File: config.mk
export PLATFORM = sky130hd
export DESIGN_NAME = alu_issue_wb
export DESIGN_NICKNAME = d
export VERILOG_FILES = /design/src/rtl/alu_pkg.sv /design/src/rtl/alu.sv /design/src/rtl/alu_regfile.sv /design/src/rtl/alu_issue_wb.sv
export SDC_FILE = /design/constraint.sdc
export NUM_CORES = 1
export LEC_CHECK = 0
export ABC_AREA = 1
export BUFFER_PORTS_ARGS = -buffer_cell sky130_fd_sc_hd__buf_2
export CORE_AREA = 4 4 225 282
export CTS_CLUSTER_DIAMETER = 60
export CTS_CLUSTER_SIZE = 28
export DETAILED_ROUTE_END_ITERATION = 16
export DIE_AREA = 0 0 229 286
export PLACE_DENSITY = 0.56
export SLEW_MARGIN = 20
export SYNTH_ARGS = -nofsm -noshare
export SYNTH_HDL_FRONTEND = slang
export SYNTH_SLANG_ARGS = --single-unit
File: constraint.sdc
create_clock -name clk -period 3.1 [get_ports clk]
set_clock_uncertainty 0.2 [all_clocks]
set_input_delay 0.775 -clock clk [delete_from_list [all_inputs] [get_ports clk]]
set_output_delay 0.775 -clock clk [all_outputs]
set_load 0.02 [all_outputs]
File: src/rtl/alu_pkg.sv
// Shared definitions for the ALU issue/writeback stage.
// Opcodes, FSM encoding and flag bit positions.
package alu_pkg;

  localparam logic [1:0] OP_ADD = 2'b00;
  localparam logic [1:0] OP_SUB = 2'b01;
  localparam logic [1:0] OP_AND = 2'b10;
  localparam logic [1:0] OP_OR  = 2'b11;

  localparam int FLAG_N = 2;
  localparam int FLAG_Z = 1;
  localparam int FLAG_C = 0;

  typedef enum logic [1:0] {
    S_IDLE = 2'b00,
    S_EXEC = 2'b01,
    S_WB   = 2'b10
  } state_t;

endpackage

File: src/rtl/alu.sv
// Combinational ALU: add/sub/and/or with {N,Z,C} flags.
// C is always the carry-out of A+B, whatever the opcode.
module alu
  import alu_pkg::*;
#(
  parameter int W = 32
) (
  input  logic [1:0]   opcode,
  input  logic [W-1:0] operand_A,
  input  logic [W-1:0] operand_B,
  output logic [W-1:0] alu_result,
  output logic [2:0]   alu_flags
);

  logic [W:0] w_sum;

  assign w_sum = {1'b0, operand_A} + {1'b0, operand_B};

  always_comb begin
    alu_result = '0;
    unique case (opcode)
      OP_ADD: alu_result = w_sum[W-1:0];
      OP_SUB: alu_result = operand_A - operand_B;
      OP_AND: alu_result = operand_A & operand_B;
      OP_OR:  alu_result = operand_A | operand_B;
    endcase
  end

  always_comb begin
    alu_flags         = '0;
    alu_flags[FLAG_N] = alu_result[W-1];
    alu_flags[FLAG_Z] = ~|alu_result;
    alu_flags[FLAG_C] = w_sum[W];
  end

endmodule

File: src/rtl/alu_regfile.sv
// 2**RA x W register file: two async reads, one sync write.
// Async active-low reset clears every entry.
module alu_regfile #(
  parameter int W  = 32,
  parameter int RA = 3
) (
  input  logic          clk,
  input  logic          rst_n,
  input  logic [RA-1:0] i_raddr_a,
  input  logic [RA-1:0] i_raddr_b,
  output logic [W-1:0]  o_rdata_a,
  output logic [W-1:0]  o_rdata_b,
  input  logic          i_we,
  input  logic [RA-1:0] i_waddr,
  input  logic [W-1:0]  i_wdata
);

  logic [W-1:0] r_mem [2**RA];

  always_ff @(posedge clk or negedge rst_n) begin
    if (!rst_n) begin
      for (int i = 0; i < 2**RA; i++) begin
        r_mem[i] <= '0;
      end
    end else if (i_we) begin
      r_mem[i_waddr] <= i_wdata;
    end
  end

  assign o_rdata_a = r_mem[i_raddr_a];
  assign o_rdata_b = r_mem[i_raddr_b];

endmodule

File: src/rtl/alu_issue_wb.sv
// Non-pipelined issue/execute/writeback stage around the ALU.
// One instruction in flight; IDLE -> EXEC -> WB.
module alu_issue_wb
  import alu_pkg::*;
#(
  parameter int W  = 32,
  parameter int RA = 3
) (
  input  logic          clk,
  input  logic          rst_n,
  input  logic          instr_valid,
  output logic          instr_ready,
  input  logic [1:0]    instr_opcode,
  input  logic [RA-1:0] instr_rd,
  input  logic [RA-1:0] instr_rsa,
  input  logic [RA-1:0] instr_rsb,
  input  logic          ld_valid,
  output logic          ld_ready,
  input  logic [RA-1:0] ld_addr,
  input  logic [W-1:0]  ld_data,
  output logic          res_valid,
  output logic [W-1:0]  res_data,
  output logic [RA-1:0] res_rd,
  output logic [2:0]    flags_q
);

  state_t        r_state;
  state_t        w_state_nxt;
  logic [1:0]    r_opcode;
  logic [RA-1:0] r_rd;
  logic [RA-1:0] r_res_rd;
  logic [W-1:0]  r_opa;
  logic [W-1:0]  r_opb;
  logic [W-1:0]  r_res;
  logic [2:0]    r_flg;
  logic [2:0]    r_flags;

  logic          w_instr_rdy;
  logic          w_ld_rdy;
  logic          w_res_vld;
  logic          w_accept;
  logic          w_ld_acc;
  logic          w_in_wb;
  logic [W-1:0]  w_rda;
  logic [W-1:0]  w_rdb;
  logic [W-1:0]  w_alu_res;
  logic [2:0]    w_alu_flg;
  logic          w_we;
  logic [RA-1:0] w_waddr;
  logic [W-1:0]  w_wdata;

  // Readies are gated by rst_n so they stay low while reset is held.
  always_comb begin
    w_state_nxt = r_state;
    w_instr_rdy = 1'b0;
    w_ld_rdy    = 1'b0;
    w_res_vld   = 1'b0;
    unique case (r_state)
      S_IDLE: begin
        w_instr_rdy = rst_n;
        w_ld_rdy    = rst_n;
        if (instr_valid && rst_n) begin
          w_state_nxt = S_EXEC;
        end
      end
      S_EXEC: begin
        w_ld_rdy    = rst_n;
        w_state_nxt = S_WB;
      end
      S_WB: begin
        w_res_vld   = 1'b1;
        w_state_nxt = S_IDLE;
      end
      default: begin
        w_state_nxt = S_IDLE;
      end
    endcase
  end

  assign w_accept = instr_valid & w_instr_rdy;
  assign w_ld_acc = ld_valid & w_ld_rdy;
  assign w_in_wb  = (r_state == S_WB);

  always_ff @(posedge clk or negedge rst_n) begin
    if (!rst_n) begin
      r_state  <= S_IDLE;
      r_opcode <= '0;
      r_rd     <= '0;
      r_res_rd <= '0;
      r_opa    <= '0;
      r_opb    <= '0;
      r_res    <= '0;
      r_flg    <= '0;
      r_flags  <= '0;
    end else begin
      r_state <= w_state_nxt;
      if (w_accept) begin
        r_opcode <= instr_opcode;
        r_rd     <= instr_rd;
        r_opa    <= w_rda;
        r_opb    <= w_rdb;
      end
      if (r_state == S_EXEC) begin
        r_res    <= w_alu_res;
        r_flg    <= w_alu_flg;
        r_res_rd <= r_rd;
      end
      if (w_in_wb) begin
        r_flags <= r_flg;
      end
    end
  end

  // Writeback owns the single write port in WB; loads are refused then.
  assign w_we    = w_in_wb | w_ld_acc;
  assign w_waddr = w_in_wb ? r_rd  : ld_addr;
  assign w_wdata = w_in_wb ? r_res : ld_data;

  alu_regfile #(
    .W  (W),
    .RA (RA)
  ) u_rf (
    .clk       (clk),
    .rst_n     (rst_n),
    .i_raddr_a (instr_rsa),
    .i_raddr_b (instr_rsb),
    .o_rdata_a (w_rda),
    .o_rdata_b (w_rdb),
    .i_we      (w_we),
    .i_waddr   (w_waddr),
    .i_wdata   (w_wdata)
  );

  alu #(
    .W (W)
  ) u_alu (
    .opcode     (r_opcode),
    .operand_A  (r_opa),
    .operand_B  (r_opb),
    .alu_result (w_alu_res),
    .alu_flags  (w_alu_flg)
  );

  assign instr_ready = w_instr_rdy;
  assign ld_ready    = w_ld_rdy;
  assign res_valid   = w_res_vld;
  assign res_data    = r_res;
  assign res_rd      = r_res_rd;
  assign flags_q     = r_flags;

endmodule

Yosys cells after proc, flatten, opt, wreduce, memory -nomap -nowiden
Cells that the tools add are included.
Storage, ports and cells
  input bits: 50
  memories: 0
  register bits after elaboration: 368
  memory bits (read-only): 0
  word-level logic and storage cells: 61
  latch bits: 0
  output and inout port bits: 41
  RAM bits: 0
Cells by class
  add/subtract/negate cells: 2
  bitwise gates (word level): 8
  shifts and indexed selects: 0
  muxes and demuxes: 17
  reduce and logical (&&, ||, !) cells: 7
  order comparisons: 4
  equality and inequality tests: 6
  multiply operators: 0
  divide/modulo/power cells: 0
Operators with widths (count)
  bitwise mux 256 bit: 1
  binary-select mux 32 bit (select 3 bit): 2
  2-to-1 mux 32 bit: 6
  one-hot mux 32 bit (4 select lines): 1
  demux 32 bit (select 3 bit): 1
  adder 32 x 32 -> 33 bit: 1
  AND 32 bit: 1
  bitwise OR 32 bit: 1
  OR reduction 32 bit: 1
  subtractor 32 bit: 1
  greater-or-equal comparator 4 bit, second input constant: 3
  NOT 3 -> 4 bit: 3
  == test 2 bit, second input constant: 3
  == test 2 x 1 -> 1 bit, second input constant: 2
  logical NOT 2 bit: 2
  less-than comparator 4 x 1 -> 1 bit, second input constant: 1
  one-hot mux 2 bit (2 select lines): 1
  2-to-1 mux 1 bit: 3
  2-to-1 mux 3 bit: 1
  AND 1 bit: 2
  logical AND 1 bit: 2
  2-to-1 mux 2 bit: 1
  inequality test 2 bit, second input constant: 1
  OR reduction 2 bit: 1
  2 further kinds: 2

Depth between registers and ports, before layout
  depth after elaboration: 8
  mapped depth: 22

Hierarchy
Synthesis repeated with hierarchy kept, for this count alone.
Unflattened totals
  cell total of the unflattened synthesis: 4198
  area, all modules: 26043.7 um^2
By module, submodules not included
  alu_regfile: times used 1, area each 14883.0 um^2, cells an instance 2311
  alu: times used 1, area each 6393.6 um^2, cells an instance 1292
  alu_issue_wb: times used 1, area each 4767.1 um^2, cells an instance 595

Worst setup path before layout
Ideal clock, no wire load.
  path kind: input to register
  from: input port rst_n
  to: register r_opb[11]
  stages: 10
  path slack: 0.426 ns
  data required time: 2.817 ns
  path buffers: 2
  setup time: 0.083 ns
  arrival time: 2.391 ns
  cell sequence: inv_1 -> nor2_1 -> inv_1 -> nor2_1 -> nand2_1 -> inv_1 -> buf_2 -> clkbuf_1 -> o221ai_1 -> o21ai_0
Between the ends
  word-level cells in the longest chain between the ends: 2
RTL lines
  start, declared: RTL line alu_issue_wb.sv:10  | input logic rst_n,
  2-to-1 mux 1 bit: RTL line alu_issue_wb.sv:58  | unique case (r_state)
  via instr_ready: RTL line alu_issue_wb.sv:12  | output logic instr_ready,
  AND 1 bit: RTL line alu_issue_wb.sv:80  | assign w_accept = instr_valid & w_instr_rdy;
  end signal, assigned: RTL line alu_issue_wb.sv:101  | r_opb <= w_rdb;
  end, declared: RTL line alu_issue_wb.sv:33  | logic [W-1:0] r_opb;
The timed path passes the listed nets, and every way through them passes these cells.
A chain may end at the register's enable or synchronous reset.

Final worst setup path
  from: register r_opa[12]
  to: register r_flg[1]
Between the ends
  word-level cells in the longest chain between the ends: 4
  elaborated cells on any way between the ends: 7
  classes of those cells: add/sub (2); mux (1); bitwise (2); reduce/logical (2)
RTL lines
  start, declared: RTL line alu_issue_wb.sv:32  | logic [W-1:0] r_opa;
  start signal, assigned: RTL line alu_issue_wb.sv:100  | r_opa <= w_rda;
  subtractor 32 bit, or another cell as far along: RTL line alu.sv:23  | OP_SUB: alu_result = operand_A - operand_B;
  one-hot mux 32 bit (4 select lines) (*): RTL line alu.sv:21  | unique case (opcode)
  OR reduction 32 bit (*): RTL line alu.sv:32  | alu_flags[FLAG_Z] = ~|alu_result;
  logical NOT 1 bit (*): RTL line alu.sv:32
  end signal, assigned: RTL line alu_issue_wb.sv:105  | r_flg <= w_alu_flg;
  end, declared: RTL line alu_issue_wb.sv:35  | logic [2:0] r_flg;
Mark *: on every way between the ends. The rest lies on a longest branch, timed or not.

==> qor.csv <==
metric,value,unit
layout cells sized above 1,0.1139,
Comb power frac,0.458,
Die Wd,229,um
Worst-Skew Late Latency,580,ps
Yosys top cell area share,0.3797,
post-DP HPWL,65470,um
LEAKAGE,13.47,nW
wire per inst,20.46,um
CP Capture Type,flip-flop,
Area contributors post-synth,"dfrtp_1 38%, nand2_1 15%, o21ai_0 10%, inv_1 7.0%, a21oi_1 6.2%",
area grow syn2layout,14.35,%
CP startpoint kind,flip-flop,
DP Worst Slack,-201.8,ps
io pins,91,
sw frac,0.4547,
ant diodes,0,
NumNets Final,3747,
Mapped Area,24190,um^2
DR iter-0 viols,2184,
CORE AREA,60660,um^2
worst-path cell chain,inv_1 > ha_2 > nand2_1 > inv_1 > nand2_1 > nor2_4 > nand4_1 > nand3_1 > nand2_1 > nand3_1 > nand3_2 > nor2_1 > nand2_1 > nor2_1 > nand3_1 > nand2_1,
async set or reset register ratio after synthesis,1.000,
Rows,101,
H-tree Lvls,2,
Final Critical Period,2977,ps
Post-synth top flop,dfrtp_1,
setup ws final,123.4,ps
via count of the first global-routing pass,22694,
Post-Layout Cell Count,4398,
max cap viols,0,
syn_area_per_cell,6.842,um^2
Achievable Freq,0.3360,GHz
Die ar.,65490,um^2
Ys Warns,0,
Crit-path slowest cell,ha_2,
most frequent cells in the layout,"974 x nand2_1, 503 x o21ai_0, 444 x inv_1, 366 x dfrtp_1, 297 x a21oi_1",
Initial Utilization,0.3988,
setup_tns,0,ps
library cells used by synthesis,43,
max_slew headroom,0.3785,
status,"complete, no violations",
RSZ-0062 raised after global routing,no,
Cells after DPL,4333,
final hold vios,0,
Worst VDD drop,414.1,uV
Max stage delay on crit path,420,ps
Psw,10.43,mW
Reg power frac,0.337,
vias post-DR,24091,
crit path DAT,3270,ps
# clock sinks,367,
Worst-Margin Slew,926.0,ps
syn_nets,3682,
period utilization,0.9602,
total CTS buffers,34,
first-pass GRT wire length,136600,um
Seq cells post-synth,367,
root buffer selected by CTS,clkbuf_16,
drt drc,0,
fin. max-slew vios,0,
Die Ht,286,um
CTS tree,yes,
critical path data required time,3400,ps
final WL,89970,um
PwrDens,829.7,nW/um^2
cell mode on critical path,nand2_1,
min-delay worst type,in -> async,
vias per cell,5.478,
r2r startpoint,r_opa[12],
port bufs,90,
routability cong.,0.9850,
register area share after synthesis,0.3797,
Syn Inst Count,3535,
ANT nets after route,0,
"EDFF count, synth",0,
CTS Buffer Depth,3,
cell taking the most area after synthesis,dfrtp_1,
TritonRoute pass-1 iters,6,
worst r2r path cells,16,
Final Setup Violations,0,
Clock Power Share,0.205,
Int Power,12.52,mW
post-layout util,0.4560,
largest net degree at the start of global routing,134,
hold_ws,80.02,ps
"Max FO, Critical Path",8,
"CTS clk-pin slew, worst paths",80,ps
gr usage total,0.2674,
Congestion Overflow GR,0,
initial antenna violation count,3,
"most common cell after layout, fill and taps aside",nand2_1,
critical path class,reg -> reg,
Setup crit start,r_opa[12],
==> power groups by stage <==
stage | Sequential (mW) | Combinational [mW] | Clock, mW
2_1_floorplan | 7.75 | 6.58 | 0
3_3_place_gp | 7.78 | 10.1 | 0
3_5_place_dp | 7.82 | 10.1 | 0
4_1_cts | 7.73 | 10.2 | 4.83
5_1_grt | 7.97 | 11.7 | 4.99
6_report | 7.74 | 10.5 | 4.70
==> layer usage <==
layer  GRT usage  routed length (um)  up-vias
met3     0.02510                5451      186
met2      0.4428               42190      864
met5           0                   0        -
li1            -                   -    11636
met4      0.1017                3696        0
met1      0.3641               38630    11405
==> through the flow <==
stage                     instance area, um^2  total power [mW]
after floorplan                         24190             14.33
after global placement                  26170             17.86
after detailed placement                26170             17.93
after CTS                               27420             22.74
after global routing                    27660             24.70
final                                   27660             22.95
==> worst paths after layout <==
check | to | slack, ps
max in group asynchronous | u_rf.r_mem[216] | 1350
setup / recovery | r_flg[1] | 120
setup reg to reg | r_flg[1] | 120
min in group clk | r_opcode[1] | 230
hold reg to reg | res_rd[0] | 280
hold / removal | u_rf.r_mem[39] | 80
==> cell usage after synthesis, types with 14 or more instances <==
cell type    n
nand2_1    981
o21ai_0    504
inv_1      449
dfrtp_1    367
a21oi_1    298
nor2_1     195
nand3_1    150
clkbuf_1   123
ha_1        95
o221ai_1    57
a31oi_1     53
buf_2       46
o21ai_1     36
nand4_1     17
o22ai_1     17
o211ai_1    16
inv_2       15
buf_1       14
==> sequential cells by signal (all words and copies together) (netlist names) <==
register,flops
r_state,2
res_data,32
res_rd,3
r_rd,3
r_opb,32
u_rf.r_mem,256
r_opcode,2
flags_q,3
r_flg,2
r_opa,32
==> worst max-delay path, delay by kind of cell, from the launching register on <==
kind	cells	cell delay, ps
simple gates	13	1710
flops	1	380
buf+inv	2	170
fa+ha+maj	1	420
==> kinds of logic after synthesis <==
group,after synthesis,share of synthesized area
adders and majority gates,97,0.05080
xor gates and xnor gates,2,0.0007243
DFF,367,0.3797
buffers and inverters,668,0.1084
AOI/OAI and AO/OA,1007,0.2256
and+or+nand+nor,1393,0.2343
muxes,1,0.0004655
==> final cells by class <==
type | count | area, um^2
Clock buffer | 37 | 883.3
Clock inverter | 25 | 350.3
Fill cell | 6287 | 33000
Inverter | 466 | 1752
Multi-Input combinational cell | 2500 | 12620
Sequential cell | 367 | 9185
Tap cell | 772 | 965.9
Timing Repair Buffer | 231 | 1899
==> timing repair <==
item / in CTS / in global routing
resized for setup: 7 / 64
pin swaps: 1 / 7
hold buffers: 0 / 0
endpoints found under the setup margin: 2 / 3
setup buffers: 0 / 3
(Power assumes the default switching activity.)
